**src/rtl/fetch_unit.sv**
```systemverilog
// rtl/fetch_unit.sv - instruction fetch unit: PC register, IDLE/RUN/HALTED control FSM, retired-instruction counter
module fetch_unit #(
    parameter int         PW        = 10,
    parameter logic [8:0] HALT_WORD = 9'b110_000000,
    parameter logic [8:0] NOP_WORD  = 9'b101_000000
) (
    input  logic          Clk,
    input  logic          Reset,
    input  logic          Start,
    input  logic          Stall,
    input  logic          BranchTaken,
    input  logic [7:0]    BranchOffset,
    input  logic [8:0]    InstrIn,
    output logic [PW-1:0] PcOut,
    output logic [8:0]    Instruction,
    output logic          InstrValid,
    output logic          Done,
    output logic [15:0]   InstrCount
);

    typedef enum logic [1:0] {
        S_IDLE   = 2'd0,
        S_RUN    = 2'd1,
        S_HALTED = 2'd2
    } state_t;

    localparam logic [2:0] OP_BEQ = 3'b101;

    state_t              r_state;
    state_t              w_next_state;
    logic [PW-1:0]       r_pc;
    logic [PW-1:0]       w_next_pc;
    logic [15:0]         r_count;
    logic [15:0]         w_next_count;
    logic                w_retire;
    logic signed [7:0]   w_offset_s;
    logic [PW-1:0]       w_offset;

    // Sign-extending size cast; PC arithmetic then wraps naturally mod 2**PW.
    assign w_offset_s = BranchOffset;
    assign w_offset   = PW'(w_offset_s);

    assign w_retire    = (r_state == S_RUN) && !Stall;
    assign InstrValid  = w_retire;
    assign Instruction = (r_state == S_RUN) ? InstrIn : NOP_WORD;
    assign Done        = (r_state == S_HALTED);
    assign PcOut       = r_pc;
    assign InstrCount  = r_count;

    always_comb begin
        w_next_state = r_state;
        w_next_pc    = r_pc;
        w_next_count = r_count;
        case (r_state)
            S_IDLE: begin
                w_next_pc = '0;
                if (Start) begin
                    w_next_state = S_RUN;
                end
            end
            S_RUN: begin
                if (w_retire) begin
                    if (r_count != 16'hFFFF) begin
                        w_next_count = r_count + 16'd1;
                    end
                    // The halt keeps its own address on PcOut while Done is up.
                    if (InstrIn == HALT_WORD) begin
                        w_next_state = S_HALTED;
                    end else if ((InstrIn[8:6] == OP_BEQ) && BranchTaken) begin
                        w_next_pc = r_pc + w_offset;
                    end else begin
                        w_next_pc = r_pc + 1'b1;
                    end
                end
            end
            S_HALTED: begin
                if (Start) begin
                    w_next_state = S_RUN;
                    w_next_pc    = '0;
                    w_next_count = '0;
                end
            end
            default: begin
                w_next_state = S_IDLE;
                w_next_pc    = '0;
            end
        endcase
    end

    always_ff @(posedge Clk) begin
        if (Reset) begin
            r_state <= S_IDLE;
            r_pc    <= '0;
            r_count <= '0;
        end else begin
            r_state <= w_next_state;
            r_pc    <= w_next_pc;
            r_count <= w_next_count;
        end
    end

endmodule
```
**config.mk**
```make
export PLATFORM = sky130hd
export DESIGN_NAME = fetch_unit
export DESIGN_NICKNAME = d
export VERILOG_FILES = /design/src/rtl/fetch_unit.sv
export SDC_FILE = /design/constraint.sdc
export NUM_CORES = 1
export LEC_CHECK = 0
export BUFFER_PORTS_ARGS = -buffer_cell sky130_fd_sc_hd__buf_2
export CORE_MARGIN = 5
export CORE_UTILIZATION = 46
export DETAILED_ROUTE_END_ITERATION = 12
export GPL_ROUTABILITY_DRIVEN = 0
export PLACE_DENSITY_LB_ADDON = 0.12
export REMOVE_ABC_BUFFERS = 1
export SYNTH_ARGS = -nofsm -noshare
export SYNTH_HDL_FRONTEND = slang
export SYNTH_SLANG_ARGS = --single-unit
```
**constraint.sdc**
```tcl
create_clock -name Clk -period 2.35 [get_ports Clk]
set_input_delay 0.1175 -clock Clk [delete_from_list [all_inputs] [get_ports Clk]]
set_output_delay 0.1175 -clock Clk [all_outputs]
set_load 0.01 [all_outputs]
```
== Word level (Yosys, flattened, before mapping) ==
Index checks and enable logic that the tools add are counted.
Operators by class
  add/sub/neg operators: 3
  equality and inequality tests: 11
  multiplexer cells: 14
  reduce and logical (&&, ||, !) cells: 9
Operators by type and width (count)
  2-to-1 mux 16 bit: 3
  2-to-1 mux 10 bit: 4
  one-hot mux 16 bit (2 select lines): 1
  one-hot mux 10 bit (2 select lines): 1
  adder 16 x 1 -> 16 bit, second input constant: 1
  != test 16 bit, second input constant: 1
  adder 10 x 1 -> 10 bit, second input constant: 1
  adder 10 bit: 1
  == test 9 bit, second input constant: 1
  2-to-1 mux 9 bit: 1
  2-to-1 mux 2 bit: 3
  != test 2 x 1 -> 1 bit, second input constant: 3
  != test 2 bit, second input constant: 3
  AND reduction 3 bit: 2
  one-hot mux 2 bit (2 select lines): 1
  AND reduction 4 bit: 1
  == test 3 bit, second input constant: 1
  == test 2 x 1 -> 1 bit, second input constant: 1
  == test 2 bit, second input constant: 1
  logical AND 1 bit: 2
  zero test 2 bit: 1
  nonzero test 2 bit: 1
  OR reduction 2 bit: 1
  zero test 1 bit: 1
Storage, ports and cells
  register bits after elaboration: 28
  output and inout port bits: 37
  word-level logic and storage cells: 40

== Logic depth before layout (Yosys ltp) ==
  depth in word-level cells: 6
  mapped depth: 12

== Worst setup path after synthesis ==
OpenSTA, ideal clock, no wires.
  path kind: input port to flip-flop
  start: input InstrIn[7]
  end: register r_pc[9], in the netlist PcOut[9]
  arrival time: 2.061 ns
  data required time: 2.230 ns
  path slack: 0.168 ns
  stages on the path: 11
  path buffers: 1
  cells stage by stage: and4b_1 > clkbuf_1 > nand2_1 > inv_1 > ha_1 > a211oi_1 > nor3_1 > o211a_1 > a211oi_1 > mux2i_1 > a21oi_1
On the way
  word-level cells in the longest chain between the ends: 6
RTL lines
  from (decl): RTL line 13  | input logic [8:0] InstrIn,
  == test 3 bit: RTL line 69  | end else if ((InstrIn[8:6] == OP_BEQ) && BranchTaken) begin
  logical AND 1 bit: RTL line 69
  2-to-1 mux 10 bit: RTL line 69
  2-to-1 mux 10 bit: RTL line 67  | if (InstrIn == HALT_WORD) begin
  2-to-1 mux 10 bit: RTL line 62  | if (w_retire) begin
  one-hot mux 10 bit (2 select lines): RTL line 54  | case (r_state)
  to (signal assigned): RTL line 97  | r_pc <= w_next_pc;
  to (decl): RTL line 31  | logic [PW-1:0] r_pc;
Several ways; a longest one is shown, not always the timed one. The select of a mux whose other input is x is not followed.
A chain may end at the register's enable or synchronous reset.

== Final worst setup path ==
Ends and elaborated chain as after synthesis.

==> run summary <==
Status: completed
Clk_skew: 0.004384 ns
Wirelength per Cell: 12.99 um
Pwr per Cell Area: 424.1 nW/um^2
CTS H-tree depth: 1
Utilization after layout: 0.5921
Least-Margin Pin Slew: 0.4916 ns
Synth warn: 0
GRT overflow: 0
Worst R2R Setup Slack: 0.29 ns
Total of max-cap violations: 0
RSZ-0062 raised after global routing: no
Vias in the first global route: 1683
Hold Crit Class: in -> reg
Ys async rst share: 0
Synth Register Bits: 28
CTS tree: built
Crit path required time: 2.52 ns
Hpwl dp: 3489 um
Final hold vios: 0
Total power: 982.7 uW
Register clock-pin slew on the reported worst setup and hold paths: 0.10 ns
Commonest non-fill, non-tap cells in the layout: buf_2 (58), nor2_1 (32), dfxtp_1 (28)
Post-route minimum period: 2.065 ns
Sequential share of power: 0.491
CTS Buf Count: 3
Most common cell after layout, fill and taps aside: buf_2
Worst Hold End: r_state[0]$_SDFFE_PP0P_
Setup total negative slack: 0 ns
Post-CTS Setup Inserts: 0
Worst path top cell family by delay: compound AO/OA/AOI/OAI gates
Period Utilization, post-route: 0.8789
Internal power: 756.9 uW
Logic pwr share: 0.112
Setup crit start: InstrIn[7]
Crit path largest cell delay: 0.36 ns
Clock share of power: 0.397
Setup Crit Path Kind: in -> reg
FF-to-FF Start: PcOut[1]$_SDFFE_PP0P_
Die area: 5331 um^2
Post-Layout Cell Count: 341
Critical Path Source Type: primary input
Max Slew Vio Count: 0
TritonRoute pass-1 iters: 4
GR Util met1: 0.1958
Met3 global-route usage: 0.02617
Gr busiest metal: met2
Post-synthesis sequential area ratio: 0.3068
DRC Markers: 0
Crit-path cells: buf_2, and4b_1, nand2_1, inv_1, ha_1, a211oi_1, nor3_1, o211a_1, a211oi_1, mux2i_1, a21oi_1
Antenna violations before repair: 0
Vias/cell: 5.279
LEAKAGE: 0.001143 uW
Final wirelength: 4429 um
Worst hold path startpoint: Start
Syn avg cell area: 8.192 um^2
Area of the mapped netlist: 1827 um^2
Placed Cells incl. Taps: 337
R2R cell count: 7
Starting Density: 0.4668
GR met2 Demand/Resource: 0.3208
Max-slew headroom: 0.6677
Critical path's slowest cell: a211oi_1
DIE WIDTH: 73.02 um
Area Overhead vs Synth: 26.85%
IO buf count: 58
Layout cells sized above 1: 0.2887
Global-route wire length before repair: 7348 um
Max Freq: 484.1 MHz
CP arrival: 2.23 ns
Post-Synthesis Cells: 223
Core Rows: 23
Worst Path Buf+Inv: 2
Setup violations, final: 0
Crit Path Max Fanout: 4
All-Layer GR Usage: 0.1730
Worst-Skew Late Latency: 0.28 ns
Clock buffer depth: 2
I/O pins: 59
Post-CTS sizing: 0
CTS sink cnt: 28
Die height: 73.02 um
Net Sw Frac: 0.2298
CORE AREA: 3914 um^2
Design area: 2317 um^2
VDD IR max: 0.2734 mV
Nets: 325
Synth cell types: 52
Most common cell on crit path: a211oi_1
Hold-critical path depth: 3
Worst r2r dst: PcOut[9]$_SDFFE_PP0P_
Ys flop type: dfxtp_1
Pin count of the biggest net entering global routing: 21
Placed cell areas: 2246 um^2
Final ANT Viol Nets: 0
Initial DRC Count: 69
Antenna fix cells: 0
Fillers: 393
Critical path endpoint category: flop
Number of flops mapped to enable cells by yosys: 0
CTS Hold Bufs: 0
Switch Pwr: 225.8 uW
CTS root buffer: clkbuf_8
Vias: 1800
cells in the mapped netlist, drive strengths merged (2+ instances only):
master	count	share of area
mux2i	2	0.011
a21o	3	0.012
a211oi	6	0.025
nor2	32	0.066
and3	4	0.014
nand2b	5	0.017
nand3	6	0.016
a21oi	11	0.030
o21ai	10	0.029
clkbuf	6	0.012
ha	10	0.068
inv	10	0.021
nor4b	2	0.0096
xnor2	5	0.024
xor2	13	0.062
nand4	3	0.010
nor3	3	0.011
nand3b	3	0.012
nand2	12	0.025
dfxtp	28	0.31
nor2b	2	0.0068
a22oi	4	0.016
and2	13	0.045
buf	2	0.0089
or4	2	0.010
o2111ai	3	0.014
and4	3	0.014
or3	2	0.0075
nor4	2	0.015
power by group through the flow:
stage | Clock, uW | Sequential (uW) | Combinational [uW]
after floorplan | 0 | 494 | 50.7
after global placement | 0 | 494 | 110
after detailed placement | 0 | 494 | 111
after CTS | 405 | 483 | 111
after global routing | 426 | 484 | 121
final | 390 | 483 | 110
per-stage QoR:
step                      hold slack, ns  setup WS [ns]
after floorplan                   0.1866         0.2547
after global routing              0.1807        0.03901
after global placement            0.4253       0.002597
after CTS                         0.1479         0.2476
final                             0.1515         0.2845
after detailed placement          0.4555       -0.01537
flip-flops by register name, indices dropped and copies added (netlist names):
register and count:
PcOut 10, r_state 2, InstrCount 16
cell type report:
class	instances	area, um^2	area share
clock inverter	1	30.03	0.01296
timing repair buffer	72	395.4	0.1706
multi-input combinational	177	1190	0.5135
clock buffer	3	41.29	0.01782
inverter	10	37.54	0.01620
sequential	28	560.5	0.2419
tap	50	62.56	0.02700
tightest hold or removal path: cells and delay by family:
kind | cells | cell delay (ns)
buffers and inverters | 1 | 0.13
muxes | 1 | 0.07
and+or+nand+nor | 1 | 0.08
cell families (layout without fill, tap and decap cells):
family	Yosys count	after routing	synth area share
AO/OA/AOI/OAI	46	46	0.1671
AND/OR/NAND/NOR	100	100	0.3076
XOR/XNOR	18	18	0.08630
multiplexers	2	2	0.01096
flip-flops	28	28	0.3069
buffers and inverters	18	86	0.04178
adder cells (fa/ha/maj)	11	11	0.07945
metal layers:
| layer | wire length [um] | part of all wire |
|---|---|---|
| met4 | 53 | 0.012 |
| met3 | 140 | 0.032 |
| met2 | 2276 | 0.51 |
| met5 | 0 | 0 |
| met1 | 1960 | 0.44 |
how the worst max path moves through the flow:
stage,depth (start not counted),to
after floorplan,10,PcOut[9]$_SDFFE_PP0P_
after global placement,11,PcOut[9]$_SDFFE_PP0P_
after detailed placement,11,PcOut[9]$_SDFFE_PP0P_
after CTS,11,PcOut[9]$_SDFFE_PP0P_
after global routing,11,PcOut[9]$_SDFFE_PP0P_
final,11,PcOut[9]$_SDFFE_PP0P_
(Power assumes the default switching activity.)
